[config.mk]
export PLATFORM = sky130hd
export DESIGN_NAME = fnd_scan_ctrl
export DESIGN_NICKNAME = d
export VERILOG_FILES = /design/src/rtl/fnd_scan_ctrl.sv
export SDC_FILE = /design/constraint.sdc
export NUM_CORES = 1
export LEC_CHECK = 0
export BUFFER_PORTS_ARGS = -buffer_cell sky130_fd_sc_hd__buf_2
export CAP_MARGIN = 0
export CORE_ASPECT_RATIO = 0.5
export CORE_MARGIN = 2
export CORE_UTILIZATION = 57
export CTS_BUF_LIST = sky130_fd_sc_hd__clkbuf_8 sky130_fd_sc_hd__clkbuf_16
export CTS_CLUSTER_SIZE = 28
export DETAILED_ROUTE_END_ITERATION = 8
export PLACE_DENSITY = 0.77
export SLEW_MARGIN = 20
export SYNTH_ARGS = -nofsm -noshare
export SYNTH_HDL_FRONTEND = slang
export SYNTH_SLANG_ARGS = --single-unit
[constraint.sdc]
create_clock -name i_clk -period 6.8 [get_ports i_clk]
set_input_delay 1.36 -clock i_clk [delete_from_list [all_inputs] [get_ports i_clk]]
set_output_delay 1.36 -clock i_clk [all_outputs]
set_load 0.1 [all_outputs]
[src/rtl/fnd_scan_ctrl.sv]
// Eight-digit seven-segment scan controller: per-slot blank/drive sequencing,
// once-per-frame value snapshot and hex decode with leading-zero blanking.
module fnd_scan_ctrl #(
    parameter int SCAN_DIV  = 100000,
    parameter int BLANK_CYC = 1000,
    parameter int DIGITS    = 8
) (
    input  logic        i_clk,
    input  logic        i_reset,
    input  logic [31:0] i_value,
    input  logic [7:0]  i_dp,
    input  logic        i_lzb,
    output logic [7:0]  o_com,
    output logic [7:0]  o_seg,
    output logic [2:0]  o_digit_idx,
    output logic        o_frame_start
);

    localparam int                CNT_W     = $clog2(SCAN_DIV);
    localparam logic [CNT_W-1:0]  CNT_LAST  = CNT_W'(SCAN_DIV - 1);
    localparam logic [CNT_W-1:0]  BLANK_END = CNT_W'(BLANK_CYC);
    localparam logic [2:0]        IDX_LAST  = 3'(DIGITS - 1);

    typedef enum logic {BLANK, DRIVE} state_t;

    state_t           state, state_n;
    logic             run;
    logic [CNT_W-1:0] cnt, cnt_n;
    logic [2:0]       idx, idx_n;
    logic             slot_edge, frame_n, lz_blank;
    logic [31:0]      snap_value;
    logic [7:0]       snap_dp;
    logic             snap_lzb;
    logic [3:0]       nib;
    logic [7:0]       com_n, seg_n;

    // Active-low g..a patterns for a hex nibble.
    function automatic logic [6:0] hex7(input logic [3:0] n);
        case (n)
            4'h0: hex7 = 7'h40;  4'h1: hex7 = 7'h79;
            4'h2: hex7 = 7'h24;  4'h3: hex7 = 7'h30;
            4'h4: hex7 = 7'h19;  4'h5: hex7 = 7'h12;
            4'h6: hex7 = 7'h02;  4'h7: hex7 = 7'h78;
            4'h8: hex7 = 7'h00;  4'h9: hex7 = 7'h10;
            4'hA: hex7 = 7'h08;  4'hB: hex7 = 7'h03;
            4'hC: hex7 = 7'h46;  4'hD: hex7 = 7'h21;
            4'hE: hex7 = 7'h06;  default: hex7 = 7'h0E;
        endcase
    endfunction

    always_comb begin
        slot_edge = 1'b0;
        cnt_n     = cnt + CNT_W'(1);
        idx_n     = idx;
        // The first edge after reset opens slot 0 without advancing the scan.
        if (!run) begin
            cnt_n     = '0;
            idx_n     = '0;
            slot_edge = 1'b1;
        end else if (cnt == CNT_LAST) begin
            cnt_n     = '0;
            slot_edge = 1'b1;
            idx_n     = (idx == IDX_LAST) ? 3'd0 : idx + 3'd1;
        end
        frame_n = slot_edge && (idx_n == 3'd0);

        state_n = state;
        if (slot_edge)
            state_n = BLANK;
        if (cnt_n == BLANK_END)
            state_n = DRIVE;

        nib      = 4'(snap_value >> {idx_n, 2'b00});
        lz_blank = snap_lzb && (idx_n != 3'd0);
        for (int k = 0; k < DIGITS; k++) begin
            if (3'(k) >= idx_n && snap_value[4*k +: 4] != 4'h0)
                lz_blank = 1'b0;
        end

        com_n = 8'hFF;
        seg_n = 8'hFF;
        if (state_n == DRIVE) begin
            com_n = ~(8'd1 << idx_n);
            seg_n = {~snap_dp[idx_n], lz_blank ? 7'h7F : hex7(nib)};
        end
    end

    always_ff @(posedge i_clk or posedge i_reset) begin
        if (i_reset) begin
            state         <= BLANK;
            run           <= 1'b0;
            cnt           <= '0;
            idx           <= '0;
            snap_value    <= '0;
            snap_dp       <= '0;
            snap_lzb      <= 1'b0;
            o_com         <= 8'hFF;
            o_seg         <= 8'hFF;
            o_digit_idx   <= '0;
            o_frame_start <= 1'b0;
        end else begin
            state         <= state_n;
            run           <= 1'b1;
            cnt           <= cnt_n;
            idx           <= idx_n;
            o_com         <= com_n;
            o_seg         <= seg_n;
            o_digit_idx   <= idx_n;
            o_frame_start <= frame_n;
            if (frame_n) begin
                snap_value <= i_value;
                snap_dp    <= i_dp;
                snap_lzb   <= i_lzb;
            end
        end
    end

endmodule

# Word level (Yosys, flattened, before mapping)

Memory sizes are Yosys's and may differ from the RTL's.
Cells that the tools add are included.

Memories kept: 1
Memory bits (read-only): 112
Flip-flop bits (word level): 80
Input port bits: 43
Output and inout port bits: 20

Memory list:

| name             | depth | bits a word | read ports | clocked after Yosys merged registers in | wr ports | RTL line | RTL |
|---|---|---|---|---|---|---|---|
| (name not given) | 16    | 7           | 1          | 0                                       | 0        | 39       | `case (n)` |

Order comparisons: 9
Reductions and logical operators: 20
Bitwise operators: 2
Equality and inequality tests: 3
Add/subtract/negate cells: 2
Shift operators: 2
Muxes and demuxes: 22

Operators by type and width:

| operator                | number |
|---|---|
| $mux W17                | 2 |
| $reduce_bool A4 Y1      | 8 |
| $shr A32 B5 Y4          | 1 |
| $add A17 B1 Y17 const B | 1 |
| $eq A17 B10 Y1 const B  | 1 |
| $eq A17 B17 Y1 const B  | 1 |
| $mux W8                 | 2 |
| $mux W1                 | 13 |
| $ge A3 B3 Y1 const A    | 4 |
| $logic_and A1 B1 Y1     | 10 |
| $mux W3                 | 3 |
| $not A8 Y8              | 1 |
| $shl A1 B3 Y8 const A   | 1 |
| $mux W7                 | 1 |
| $ge A1 B3 Y1 const A    | 2 |
| $ge A2 B3 Y1 const A    | 2 |
| $lt A3 B4 Y1 const B    | 1 |
| $add A3 B1 Y3 const B   | 1 |
| $bmux W1 S3             | 1 |
| $eq A3 B3 Y1 const B    | 1 |
| $logic_not A3 Y1        | 1 |
| $reduce_bool A3 Y1      | 1 |
| $not A1 Y1              | 1 |

# Longest topological paths before layout

Gate-level depths: netlist of the first run.

Word-level depth: 16
Depth in mapped cells: 15
Mapped depth without buffers: 14

# Least setup slack after synthesis of the first run

Ideal clock, no wire load.

Kind: reg-to-reg
Start: register idx[1]
End: register o_seg[3]
Period minus slack after synthesis: 3.526 ns
Stages on the path, launching flop included: 13
Path buffers: 0
Arrival: 3.444 ns
Slack: 3.274 ns
Library setup time: 0.082 ns
Required time: 6.718 ns
Path through: dfrtp_1 -> ha_1 -> ha_1 -> nor2_1 -> or2_2 -> mux2i_2 -> a222oi_1 -> o221ai_1 -> inv_1 -> ha_1 -> inv_1 -> mux2i_1 -> o211ai_1

Word-level cells in the longest chain between the ends: 16
Elaborated cells on any way between the ends: 35

RTL lines:

| element                                            | RTL line | RTL |
|---|---|---|
| start: declaration                                 | 29       | `logic [2:0] idx, idx_n;` |
| start signal: assignment                           | 105      | `idx <= idx_n;` |
| $add A3 B1 Y3 or $eq A3 B3 Y1 (tied branches)      | 63       | `idx_n = (idx == IDX_LAST) ? 3'd0 : idx + 3'd1;` |
| $mux W3                                            | 63       |  |
| $mux W3 *                                          | 60       | `end else if (cnt == CNT_LAST) begin` |
| $mux W3 *                                          | 56       | `if (!run) begin` |
| $ge A1 B3 Y1 or $reduce_bool A3 Y1 (tied branches) | 76, 74   |  |
| $logic_and A1 B1 Y1, on equally long branches      | 76, 74   |  |
| $mux W1 (8 in series)                              | 76       | `if (3'(k) >= idx_n && snap_value[4*k +: 4] != 4'h0)` |
| $mux W7 *                                          | 84       | `seg_n = {~snap_dp[idx_n], lz_blank ? 7'h7F : hex7(nib)};` |
| $mux W8 *                                          | 82       | `if (state_n == DRIVE) begin` |
| net seg_n[3]                                       | 35       | `logic [7:0] com_n, seg_n;` |
| end signal: assignment                             | 107      | `o_seg <= seg_n;` |
| end: declaration                                   | 14       | `output logic [7:0] o_seg,` |

The timed path passes the listed nets; every way through them passes the cells marked *.
A chain may end at the register's enable or synchronous reset.

# Worst setup path after layout of the first run

Start: register cnt[0]
End: register o_seg[3]

Word-level cells in the longest chain between the ends: 15
Elaborated cells on any way between the ends: 41

RTL lines:

| element                                            | RTL line | RTL |
|---|---|---|
| start: declaration                                 | 28       | `logic [CNT_W-1:0] cnt, cnt_n;` |
| start signal: assignment                           | 104      | `cnt <= cnt_n;` |
| $eq A17 B17 Y1                                     | 60       |  |
| $mux W3                                            | 60       |  |
| $mux W3                                            | 56       |  |
| $ge A1 B3 Y1 or $reduce_bool A3 Y1 (tied branches) | 76, 74   |  |
| $logic_and A1 B1 Y1, on equally long branches      | 76, 74   |  |
| $mux W1 (8 in series)                              | 76       |  |
| $mux W7                                            | 84       |  |
| $mux W8 *                                          | 82       |  |
| net seg_n[3]                                       | 35       |  |

Marks and branches as above.

==> impl_summary.log, run 1 <==
[metrics] Multi-input gate area: about 0.0020 mm^2
[metrics] number of distinct library cell variants in the gate-level netlist after synthesis: 65
[metrics] global route total overflow: 0
[metrics] later-pin clock latency in the skew report: 0.34 ns
[metrics] Final Net Count: 481
[metrics] peak clock frequency supported by timing: 234 MHz
[metrics] total number of vias: 3091
[metrics] xor-xnor portion of the synthesized cell area: 0.0360
[metrics] gr usage total: 0.241
[metrics] Buffers on Ports: 62
[metrics] endpoint required time on the critical path: 7.05 ns
[metrics] number of antenna violations at the first check in global routing: 0
[metrics] CTS Hold Bufs: 0
[metrics] Clock transition at path regs: 0.06 ns
[metrics] number of inserted filler cells in the final layout: 506
[metrics] synthesized area per cell: 11.1 um^2
[metrics] slew at the pin closest to its max-slew limit: 0.833 ns
[metrics] Clk network pwr share: 0.475
[metrics] fraction of synthesis flops using an asynchronous set or reset pin: 1.00
[metrics] family with the most delay on the worst path: compound AO/OA/AOI/OAI gates
[metrics] RePlAce Congestion: 0.912
[metrics] maximum fanout encountered on the critical timing path: 21
[metrics] combinational cell fraction of total power: 0.081
[metrics] cell at the root of the clock tree: clkbuf_16
[metrics] vias in the first global route: 3178
[metrics] sequential cell area in the final layout: 0.00202 mm^2
[metrics] post-CTS sizing: 0
[metrics] number of iterations in the first detailed-routing pass: 4
[metrics] number of hold-slack violations in the final timing report: 0
[metrics] portion of the post-synthesis area used by sequential elements: 0.490
[metrics] Max-cap violations: 0
[metrics] multiplexer share of the synthesized area: 0.136
[metrics] initial cell density of the core: 0.602
[metrics] Setup violations, final: 0
[metrics] post-synthesis share of cell area spent on and, or, nand and nor gates: 0.157
[metrics] net switching power of the design: around 0.26 mW
[metrics] Longest Clk Path Bufs: 2
[metrics] slowest stage delay, CP: 0.91 ns
[metrics] worst endpoint data arrival time: 4.53 ns
[metrics] number of synthesized register bits: 80
[metrics] horizontal die dimension: 124 um
[metrics] Slew Limit Headroom: 0.429
[metrics] die footprint: 0.00798 mm^2
[metrics] count of synthesis-stage warnings from yosys: 0
[metrics] number of buffers and inverters on the critical path: 2
[metrics] Post-Synth Adder-Cell Area: 0.0273
[metrics] sort of element at the start of the critical path: flip-flop
[metrics] largest net degree at the start of global routing: 81
[metrics] capturing element type of the critical path: flip-flop
[metrics] number of pins with negative max-slew slack in the final report: 0
[metrics] cell area after synthesis: ~0.0041 mm^2
[metrics] area fraction of the dominant cell type after synthesis: 0.388
[metrics] number of remaining DRC errors: 0
[metrics] kind of critical path: reg2reg
[metrics] Vias/cell: 5.88
[metrics] CTS Buf Count: 9
[metrics] area leader, netlist: dfrtp_1
[metrics] leading cell types by total area after synthesis: dfrtp_1 39%, dfstp_2 10%, mux2_2 9.3%
[metrics] placeable core area: 0.00686 mm^2
[metrics] CTS tree: yes
[metrics] post-detailed-route wirelength per cell: about 17 um
[metrics] time the worst path needs with I/O delays and setup: ~4.3 ns
[metrics] number of inserted diodes: 0
[metrics] Row Count: 21
[metrics] post-CTS setup buffer count: 0
[metrics] RSZ-0062 raised after global routing: false
[metrics] sequential fraction of design power: 0.443
[metrics] flip-flop cell with the highest count after synthesis: dfrtp_1
[metrics] peak ir drop on the vdd network: ~170 uV
[metrics] number of sinks driven by the clock tree: 80
[metrics] total nets after synthesis: 423
[metrics] height of the die: between 60 and 70 um
[metrics] LEAKAGE: 2.11 nW
[metrics] WL final: around 9000 um
[metrics] Internal Pwr Total: 0.926 mW
[metrics] count of flip-flops with a built-in enable after synthesis: 0
[metrics] Sw Ratio: 0.221
[metrics] Hold Crit Class: reg2reg
[metrics] Final ANT Viol Nets: 0
[metrics] count of mapped cells out of synthesis: approximately 370
[metrics] first-pass GRT wire length: between 15000 and 20000 um
[metrics] post-synthesis compound-gate area fraction: 0.113
[metrics] number of top-level pins: 63
[metrics] run status: finished clean
[metrics] count of routing violations after the opening detailed-route iteration: 207
[metrics] layout cells sized above 1: 0.336
[metrics] Max stage delay cell, worst path: mux2i_1
[metrics] final setup TNS: 0 ns
[metrics] CTS H-Tree Depth: 3
[metrics] fin util: 0.705
[metrics] fin crit share: 0.630
[metrics] Fin Clk Skew: 0.00405 ns
[metrics] Final HPWL DP: roughly 6100 um
[metrics] power density over the cells: 246 mW/mm^2
[metrics] main combinational cell family by area after synthesis: simple AND/OR/NAND/NOR gates
[metrics] growth of design area from synthesis to finish: 17.1%
[metrics] critical path cell sequence: ha_1 -> and4_1 -> nand4_2 -> mux2i_1 -> a222oi_1 -> o221ai_1 -> inv_1 -> ha_1 -> inv_1 -> mux2i_1 -> o211ai_1
per-layer routing:
layer / GRT usage / routed length [um]
met3: 0.0762 / 455
met4: 0.0801 / 141
met5: 0 / 0
met2: 0.388 / 4200
met1: 0.312 / 4110
power groups by stage:
| stage | Clock (mW) | Sequential, mW | Combinational, mW |
|---|---|---|---|
| global route | 0.597 | 0.529 | 0.108 |
| finish | 0.565 | 0.527 | 0.0964 |
| floorplan | 0 | 0.526 | 0.0691 |
| global placement | 0 | 0.533 | 0.0896 |
| detailed placement | 0 | 0.534 | 0.0952 |
| CTS | 0.572 | 0.526 | 0.0962 |
Yosys cell counts (all sizes together), types with 6 or more instances:
cell type	count
nand2b	6
dfstp	16
mux2i	16
nor2	29
inv	17
ha	9
xor2	9
buf	15
o221ai	9
dfrtp	64
mux2	34
xnor2	8
nand3	11
o21ai	14
and3	6
nand2	38
through the flow:
| stage | hold slack [ns] | std cells | area (um^2) | setup WS (ns) | power (mW) |
|---|---|---|---|---|---|
| after global placement | 0.474 | 510 | 4480 | 2.98 | 0.623 |
| after global routing | 0.528 | 526 | 4840 | 2.16 | 1.23 |
| after detailed placement | 0.496 | 510 | 4480 | 2.65 | 0.629 |
| after CTS | 0.502 | 526 | 4830 | 2.56 | 1.19 |
| after floorplan | 0.460 | 371 | 4130 | 3.27 | 0.595 |
| final | 0.505 | 526 | 4840 | 2.52 | 1.19 |
registers in the layout (all words and copies together) (netlist names):
name and flops:
snap_dp 8, o_seg 8, snap_lzb 1, cnt 17, o_frame_start 1, snap_value 32
idx 3, run 1, o_com 8, state 1
worst paths after layout:
path                                        to  startpoint  slack, ns  cells after the start
worst max-delay path                  o_seg[3]      cnt[0]       2.52                     11
worst min-delay path                    cnt[0]      cnt[0]       0.51                      1
worst max register to register        o_seg[3]      cnt[0]       2.52                     11
worst min register to register          cnt[0]      cnt[0]       0.51                      1
max in group asynchronous       snap_value[18]     i_reset       5.09                      3
min in group asynchronous              cnt[11]     i_reset       1.18                      3
area by class of cell:
cell class / count / share of cell area
Tap cell: 92 / 0.0238
Multi-Input combinational cell: 257 / 0.404
Sequential cell: 80 / 0.418
Inverter: 17 / 0.0132
Clock inverter: 5 / 0.0212
Clock buffer: 11 / 0.0523
Timing Repair Buffer: 64 / 0.0680
cell families (layout without fill, tap and decap cells):
kind of cell,after synthesis,after routing
buffers and inverters,34,97
flip-flops,80,80
XOR/XNOR,17,17
adder cells (fa/ha/maj),9,9
AO/OA/AOI/OAI,56,56
multiplexers,50,50
other,1,1
AND/OR/NAND/NOR,124,124
layout by cell type, fill, tap and decap left out, types with 3 or more instances in the layout:
cell type,Yosys,final
o221ai_1,8,8
mux2i_1,13,13
xor2_1,9,9
a21oi_1,4,4
inv_1,17,16
xnor2_1,8,8
dfrtp_1,64,64
nand2_1,38,38
buf_2,11,62
nor2_1,28,28
nand4_1,3,3
clkbuf_16,0,9
dfstp_2,16,16
mux2_2,34,34
a31oi_1,3,3
and3_1,6,6
nor3_1,4,4
a222oi_1,5,5
ha_1,9,9
nand3_1,11,11
and2_1,3,3
bufinv_16,0,3
nor4_1,5,5
o21ai_0,13,13
nand2b_1,6,6
Power figures use the tool's default switching activity.
==> run 2, diff against run 1 <==
CORE_UTILIZATION = 51   (was 57)
PLACE_DENSITY = 0.73   (was 0.77)
clock period = 3.6 ns   (was 6.8 ns; I/O delays follow)
==> run 2 against run 1 <==
Net effect:
- clock power rose by 56%
- worst hold slack got worse by 0.0063 ns
- clock skew rose by 0.0038 ns
- total power rose by 74%
- cell count rose by 6.7%
- wire length rose by 2.0%
==> impl_summary.log, run 2 (synthesized netlist as in run 1, its figures left out) <==
[metrics] time the worst path needs with I/O delays and setup: 3.31 ns (was 4.28 ns)
[metrics] fin crit share: 0.918 (was 0.630)
[metrics] global route total overflow: 0 (unchanged)
[metrics] Placed Instances: 541 (was 510)
[metrics] total number of vias: 3143 (was 3091)
[metrics] final non-filler cell area: 0.00493 mm^2 (was 0.00484 mm^2)
[metrics] Fin Clk Skew: 0.00784 ns (was 0.00405 ns)
[metrics] count of routing violations after the opening detailed-route iteration: 234 (was 207)
[metrics] initial cell density of the core: 0.520 (was 0.602)
[metrics] number of remaining DRC errors: 0 (unchanged)
[metrics] minimum setup slack after placement: 0.174 ns (was 2.65 ns)
[metrics] Clock transition at path regs: 0.06 ns (about the same)
[metrics] Row Count: 23 (was 21)
[metrics] LEAKAGE: 2.16 nW (was 2.11 nW)
[metrics] horizontal die dimension: 131 um (was 124 um)
[metrics] non-filler instance count after layout: 561 (was 526)
[metrics] leading registers by flop count: snap_value (32), cnt (17) (unchanged)
[metrics] worst endpoint data arrival time: 3.56 ns (was 4.53 ns)
[metrics] RSZ-0062 raised after global routing: false (unchanged)
[metrics] Final HPWL DP: 6450 um (was 6140 um)
[metrics] CTS H-Tree Depth: 3 (unchanged)
[metrics] gr usage total: 0.218 (was 0.241)
[metrics] number of buffers and inverters on the critical path: 2 (unchanged)
[metrics] capturing element type of the critical path: flip-flop (unchanged)
[metrics] largest register by flop count: snap_value (unchanged)
[metrics] placed cell area: 0.00459 mm^2 (was 0.00448 mm^2)
[metrics] WL final: 9090 um (was 8900 um)
[metrics] PnR worst setup slack: 0.295 ns (was 2.52 ns)
[metrics] number of top-level pins: 63 (unchanged)
[metrics] Max stage delay cell, worst path: and2_1 (was mux2i_1)
[metrics] maximum fanout encountered on the critical timing path: 21 (unchanged)
[metrics] CTS Buf Count: 9 (unchanged)
[metrics] layout cells sized above 1: 0.359 (was 0.336)
[metrics] sort of element at the start of the critical path: flip-flop (unchanged)
[metrics] slowest stage delay, CP: 0.45 ns (was 0.91 ns)
[metrics] placeable core area: 0.00794 mm^2 (was 0.00686 mm^2)
[metrics] Total Power Consumption: 2.06 mW (was 1.19 mW)
[metrics] Fin Hold WS: 0.499 ns (was 0.505 ns)
[metrics] Final Net Count: 496 (was 481)
[metrics] Slew Limit Headroom: 0.491 (was 0.429)
[metrics] most common cell after layout, fill and taps aside: dfrtp_1 (unchanged)
[metrics] Final ANT Viol Nets: 0 (unchanged)
[metrics] peak clock frequency supported by timing: 303 MHz (was 234 MHz)
[metrics] number of hold-slack violations in the final timing report: 0 (unchanged)
[metrics] slew at the pin closest to its max-slew limit: 0.764 ns (was 0.833 ns)
[metrics] number of sinks driven by the clock tree: 80 (unchanged)
[metrics] number of pins with negative max-slew slack in the final report: 0 (unchanged)
[metrics] endpoint required time on the critical path: 3.85 ns (was 7.05 ns)
[metrics] height of the die: 67.6 um (was 64.2 um)
[metrics] peak ir drop on the vdd network: 276 uV (was 167 uV)
[metrics] die footprint: 0.00888 mm^2 (was 0.00798 mm^2)
[metrics] Hold Crit Class: reg2reg (unchanged)
[metrics] Longest Clk Path Bufs: 2 (unchanged)
[metrics] Buffers on Ports: 62 (unchanged)
[metrics] kind of critical path: reg2reg (unchanged)
[metrics] fin util: 0.621 (was 0.705)
[metrics] Setup violations, final: 0 (unchanged)
[metrics] largest net degree at the start of global routing: 64 (was 81)
[metrics] first-pass GRT wire length: 15000 um (was 15200 um)
[metrics] post-detailed-route wirelength per cell: 16.2 um (was 16.9 um)
[metrics] cell occurring most often along the worst timing path: buf_4
[metrics] max reg flops: 32 (unchanged)
[metrics] run status: finished clean (unchanged)
[metrics] vias in the first global route: 3045 (was 3178)
[metrics] number of iterations in the first detailed-routing pass: 8 (was 4)
[metrics] RePlAce Congestion: 0.919 (was 0.912)
[metrics] CTS Hold Bufs: 0 (unchanged)
[metrics] final setup TNS: 0 ns (unchanged)
[metrics] CTS tree: yes (unchanged)
[metrics] cell at the root of the clock tree: clkbuf_16 (unchanged)
[metrics] top library cells by usage in the layout, fill and taps aside: 64 x dfrtp_1, 62 x buf_2, 38 x nand2_1, 34 x mux2_2, 28 x nor2_1 (unchanged)
[metrics] later-pin clock latency in the skew report: 0.34 ns (about the same)
[metrics] number of antenna violations at the first check in global routing: 0 (unchanged)
[metrics] power density over the cells: 419 mW/mm^2 (was 246 mW/mm^2)
[metrics] growth of design area from synthesis to finish: 19.4% (was 17.1%)
[metrics] critical path cell sequence: ha_1 -> and4_1 -> nand4_2 -> buf_4 -> mux2i_4 -> buf_4 -> a21oi_1 -> o221ai_1 -> and2_1 -> nand2_1 -> o21ai_0 -> o21ai_1 (was ha_1 -> and4_1 -> nand4_2 -> mux2i_1 -> a222oi_1 -> o221ai_1 -> inv_1 -> ha_1 -> inv_1 -> mux2i_1 -> o211ai_1)
[metrics] Vias/cell: 5.60 (was 5.88)
[metrics] number of inserted diodes: 0 (unchanged)
[metrics] Max-cap violations: 0 (unchanged)
[metrics] family with the most delay on the worst path: simple AND/OR/NAND/NOR gates (was compound AO/OA/AOI/OAI gates)
-- run 2: changes by cell type in the layout (fill, tap and decap cells not counted), moves of 2 or more --
cell,change
bufinv_16,-2
mux2i_4,+2
clkinv_2,+2
clkbuf_8,-2
mux2i_2,-2
buf_4,+16
-- run 2: final timing paths --
| path | start | to | slack [ns] | cells after the start |
|---|---|---|---|---|
| max | cnt[0] | o_seg[0] | 0.29 | 12 |
| max in group asynchronous | i_reset | o_com[1] | 2.27 | 3 |
| min | cnt[0] | cnt[0] | 0.50 | 1 |
| max reg2reg | cnt[0] | o_seg[0] | 0.29 | 12 |
| min in group asynchronous | i_reset | snap_value[11] | 0.52 | 2 |
| min reg2reg | cnt[0] | cnt[0] | 0.50 | 1 |
-- run 2: power by group --
part	leakage [nW]	internal (mW)	switching, mW	total, mW
sequential	0.965	0.950	0.0422	0.992
clock	0.142	0.530	0.351	0.881
combinational	1.06	0.0906	0.101	0.192
total	2.16	1.57	0.494	2.06
-- run 2: worst reg2reg max path: stages (launching register included) --
cell and delay, ns:
dfrtp_1 0.41, ha_1 0.27, and4_1 0.27, nand4_2 0.10, buf_4 0.31, mux2i_4 0.45
buf_4 0.27, a21oi_1 0.09, o221ai_1 0.11, and2_1 0.45, nand2_1 0.18, o21ai_0 0.23
o21ai_1 0.10
-- run 2: layout make-up --
type / count / area (um^2)
Clock buffer: 9 / 225
Multi-Input combinational cell: 257 / 1980
Sequential cell: 80 / 2020
Inverter: 17 / 66.3
Fill cell: 681 / 3010
Tap cell: 112 / 140
Timing Repair Buffer: 79 / 438
Clock inverter: 7 / 63.8
-- run 2: metal layers --
layer  global-route usage  vias up  routed length (um)
li1                     -     1484                   -
met1                0.293     1528                4160
met2                0.338      120                4180
met3               0.0713       11                 654
met4               0.0747        0                  92
met5                    0        -                   0
-- run 2: repair_timing --
item | 4_1_cts | 5_1_grt
setup endpoints to repair | 0 | 6
gates resized for setup | 0 | 3
buffers inserted | 0 | 4
==> run 3, diff against run 2 <==
ABC_AREA = 1   (was not set)
ABC_CLOCK_PERIOD_IN_PS = 3600   (was not set)
CORE_UTILIZATION = 52   (was 51)
PLACE_DENSITY = 0.74   (was 0.73)
==> run 3 against run 2 <==
Net effect:
- wire length rose by 3.5%
- largest power group unchanged
- critical path depth grew 4
- clock skew is essentially flat
- utilization is 0.079 points higher
- synthesized area is 2.4% higher
- first-iteration DRC count up 23%
- global-route usage grew 1.0 points
- sequential power is 2% lower
- via count is 18% higher
- setup slack better by 0.39 ns
- non-clock buffer count is 11 lower
- count of clock-buffer cells in the layout did not move
- critical path type unchanged
==> impl_summary.log, run 3 <==
[metrics] end of the worst register-to-register path: o_seg[1] (was o_seg[0])
[metrics] Longest Clk Path Bufs: 2 (unchanged)
[metrics] run status: finished clean (unchanged)
[metrics] count of mapped cells out of synthesis: 545 (was 371)
[metrics] area leader, netlist: dfrtp_1 (unchanged)
[metrics] start point of the critical path: cnt[0] (unchanged)
[metrics] most common cell after layout, fill and taps aside: nand2_1 (was dfrtp_1)
[metrics] count of synthesis-stage warnings from yosys: 0 (unchanged)
[metrics] final non-filler cell area: 0.00494 mm^2 (was 0.00493 mm^2)
[metrics] flip-flop cell with the highest count after synthesis: dfrtp_1 (unchanged)
[metrics] sort of element at the start of the critical path: flip-flop (unchanged)
[metrics] maximum fanout encountered on the critical timing path: 15 (was 21)
[metrics] height of the die: 67.8 um (was 67.6 um)
[metrics] power density over the cells: 422 mW/mm^2 (was 419 mW/mm^2)
[metrics] number of inserted diodes: 0 (unchanged)
[metrics] count leader, synth: nand2_1 (was dfrtp_1)
[metrics] top library cells by usage in the layout, fill and taps aside: 199 x nand2_1, 64 x dfrtp_1, 62 x buf_2, 59 x inv_1, 49 x nand3_1 (was 64 x dfrtp_1, 62 x buf_2, 38 x nand2_1, 34 x mux2_2, 28 x nor2_1)
[metrics] placeable core area: 0.00794 mm^2 (unchanged)
[metrics] number of synthesized register bits: 80 (unchanged)
[metrics] largest register by flop count: snap_value (unchanged)
[metrics] portion of the post-synthesis area used by sequential elements: 0.478 (was 0.490)
[metrics] vias in the first global route: 3447 (was 3045)
[metrics] number of top-level pins: 63 (unchanged)
[metrics] cell area after synthesis: 0.00423 mm^2 (was 0.00413 mm^2)
[metrics] max reg flops: 32 (unchanged)
[metrics] Row Count: 23 (unchanged)
[metrics] growth of design area from synthesis to finish: 16.7% (was 19.4%)
[metrics] layout cells sized above 1: 0.214 (was 0.359)
[metrics] capturing element type of the critical path: flip-flop (unchanged)
[metrics] worst endpoint data arrival time: 3.17 ns (was 3.56 ns)
[metrics] CTS Hold Bufs: 0 (unchanged)
[metrics] flop-to-flop setup slack: 0.69 ns (was 0.29 ns)
[metrics] leading registers by flop count: snap_value (32), cnt (17) (unchanged)
[metrics] final setup TNS: 0 ns (unchanged)
[metrics] slew at the pin closest to its max-slew limit: 0.777 ns (was 0.764 ns)
[metrics] total nets after synthesis: 597 (was 423)
[metrics] largest net degree at the start of global routing: 44 (was 64)
[metrics] placed cell area: 0.00464 mm^2 (was 0.00459 mm^2)
[metrics] Placed Instances: 708 (was 541)
[metrics] Final Net Count: 659 (was 496)
[metrics] leading cell types by total area after synthesis: dfrtp_1 38%, nand2_1 18%, dfstp_2 9.9% (was dfrtp_1 39%, dfstp_2 10%, mux2_2 9.3%)
[metrics] Synth top cells by count: 199 x nand2_1, 64 x dfrtp_1, 59 x inv_1 (was 64 x dfrtp_1, 38 x nand2_1, 34 x mux2_2)
[metrics] count of routing violations after the opening detailed-route iteration: 288 (was 234)
[metrics] number of distinct library cell variants in the gate-level netlist after synthesis: 36 (was 65)
[metrics] count of flip-flops with a built-in enable after synthesis: 0 (unchanged)
[metrics] number of pins with negative max-slew slack in the final report: 0 (unchanged)
[metrics] time the worst path needs with I/O delays and setup: 2.91 ns (was 3.31 ns)
[metrics] cell at the root of the clock tree: clkbuf_16 (unchanged)
[metrics] die footprint: 0.00892 mm^2 (was 0.00888 mm^2)
[metrics] synthesized area per cell: 7.76 um^2 (was 11.1 um^2)
[metrics] FF-to-FF path depth: 16 (was 12)
[metrics] Total Power Consumption: 2.09 mW (was 2.06 mW)
[metrics] WL final: 9400 um (was 9090 um)
[metrics] Buffers on Ports: 62 (unchanged)
[metrics] endpoint required time on the critical path: 3.86 ns (was 3.85 ns)
[metrics] later-pin clock latency in the skew report: 0.34 ns (about the same)
[metrics] FF-to-FF Start: cnt[0] (unchanged)
[metrics] Final HPWL DP: 6800 um (was 6450 um)
[metrics] horizontal die dimension: 132 um (was 131 um)
[metrics] peak clock frequency supported by timing: 344 MHz (was 303 MHz)
[metrics] RSZ-0062 raised after global routing: false (unchanged)
[metrics] Final ANT Viol Nets: 0 (unchanged)
[metrics] initial cell density of the core: 0.533 (was 0.520)
[metrics] CTS tree: yes (unchanged)
[metrics] fraction of synthesis flops using an asynchronous set or reset pin: 1.00 (unchanged)
[metrics] first-pass GRT wire length: 15900 um (was 15000 um)
[metrics] number of antenna violations at the first check in global routing: 0 (unchanged)
[metrics] fin util: 0.622 (was 0.621)
[metrics] Clock transition at path regs: 0.06 ns (about the same)
[metrics] Max-cap violations: 0 (unchanged)
[metrics] global route total overflow: 0 (unchanged)
[metrics] area fraction of the dominant cell type after synthesis: 0.379 (was 0.388)
[metrics] number of iterations in the first detailed-routing pass: 5 (was 8)
[metrics] LEAKAGE: 2.59 nW (was 2.16 nW)
[metrics] peak ir drop on the vdd network: 245 uV (was 276 uV)
[metrics] Slew Limit Headroom: 0.481 (was 0.491)
[metrics] Vias/cell: 5.12 (was 5.60)
[metrics] RePlAce Congestion: 0.853 (was 0.919)
[metrics] Fin Clk Skew: 0.00827 ns (was 0.00784 ns)
[metrics] kind of critical path: reg2reg (unchanged)
[metrics] CTS Buf Count: 9 (unchanged)
[metrics] post-detailed-route wirelength per cell: 13.0 um (was 16.2 um)
[metrics] CTS H-Tree Depth: 3 (unchanged)
[metrics] fin crit share: 0.808 (was 0.918)
[metrics] number of remaining DRC errors: 0 (unchanged)
[metrics] Hold Crit Class: in2async (was reg2reg)
[metrics] Setup violations, final: 0 (unchanged)
[metrics] number of hold-slack violations in the final timing report: 0 (unchanged)
[metrics] non-filler instance count after layout: 724 (was 561)
[metrics] number of sinks driven by the clock tree: 80 (unchanged)
[metrics] post-CTS setup buffer count: 0 (unchanged)
[metrics] post-CTS sizing: 0 (unchanged)
[metrics] total number of vias: 3708 (was 3143)
[metrics] gr usage total: 0.228 (was 0.218)
run 3: worst max-delay path, stage by stage (launching register included):
cell and delay [ns]:
dfrtp_1 0.39, ha_1 0.18, nand2_1 0.10, nor2_4 0.23, nand3_2 0.20, nand2_1 0.09, nand2_1 0.08, nor2_4 0.32
inv_2 0.07, buf_4 0.19, nand3_1 0.09, nand2_1 0.19, ha_1 0.35, nand3_1 0.12, nor2_1 0.05, nor2_1 0.11
nand2_1 0.08
run 3: layout make-up:
cell class / count / area (um^2)
Fill cell: 737 / 3010
Sequential cell: 80 / 2020
Multi-Input combinational cell: 382 / 1850
Timing Repair Buffer: 68 / 375
Inverter: 66 / 249
Clock buffer: 9 / 225
Tap cell: 112 / 140
Clock inverter: 7 / 72.6
run 3: kinds of logic (layout without fill, tap and decap cells):
kind of cell               Yosys count  in the layout  synth area share
and+or+nand+nor                    324            324             0.346
buffers and inverters               83            150            0.0840
DFF                                 80             80             0.478
AOI/OAI and AO/OA                   43             43            0.0538
adders and majority gates            9              9            0.0266
xor gates and xnor gates             5              5            0.0104
other                                1              1          0.000886
run 3: per-layer routing:
metal  GRT usage  wire length, um
met1       0.303             4520
met2       0.382             4300
met3      0.0571              488
met4      0.0625               95
met5           0                0
run 3: how the worst max path moves through the flow:
| stage | to | slack (ns) | depth (start not counted) |
|---|---|---|---|
| after global routing | o_seg[5] | 0.33 | 17 |
| final | o_seg[1] | 0.69 | 16 |
| after detailed placement | o_seg[1] | 0.74 | 16 |
| after global placement | snap_value[9] | 0.45 | 12 |
| after CTS | o_seg[5] | 0.72 | 16 |
| after floorplan | o_seg[0] | 0.57 | 17 |
run 3: per-stage QoR:
step	hold WS [ns]	worst slack, ns
5_1_grt	0.506	0.331
2_1_floorplan	0.437	0.570
3_5_place_dp	0.463	0.739
4_1_cts	0.479	0.719
3_3_place_gp	0.452	0.450
6_report	0.478	0.690
run 3: power breakdown:
| group | total (mW) | switching [mW] | internal (mW) |
|---|---|---|---|
| clock network | 0.904 | 0.366 | 0.538 |
| registers | 0.974 | 0.0286 | 0.945 |
| logic | 0.208 | 0.134 | 0.0738 |
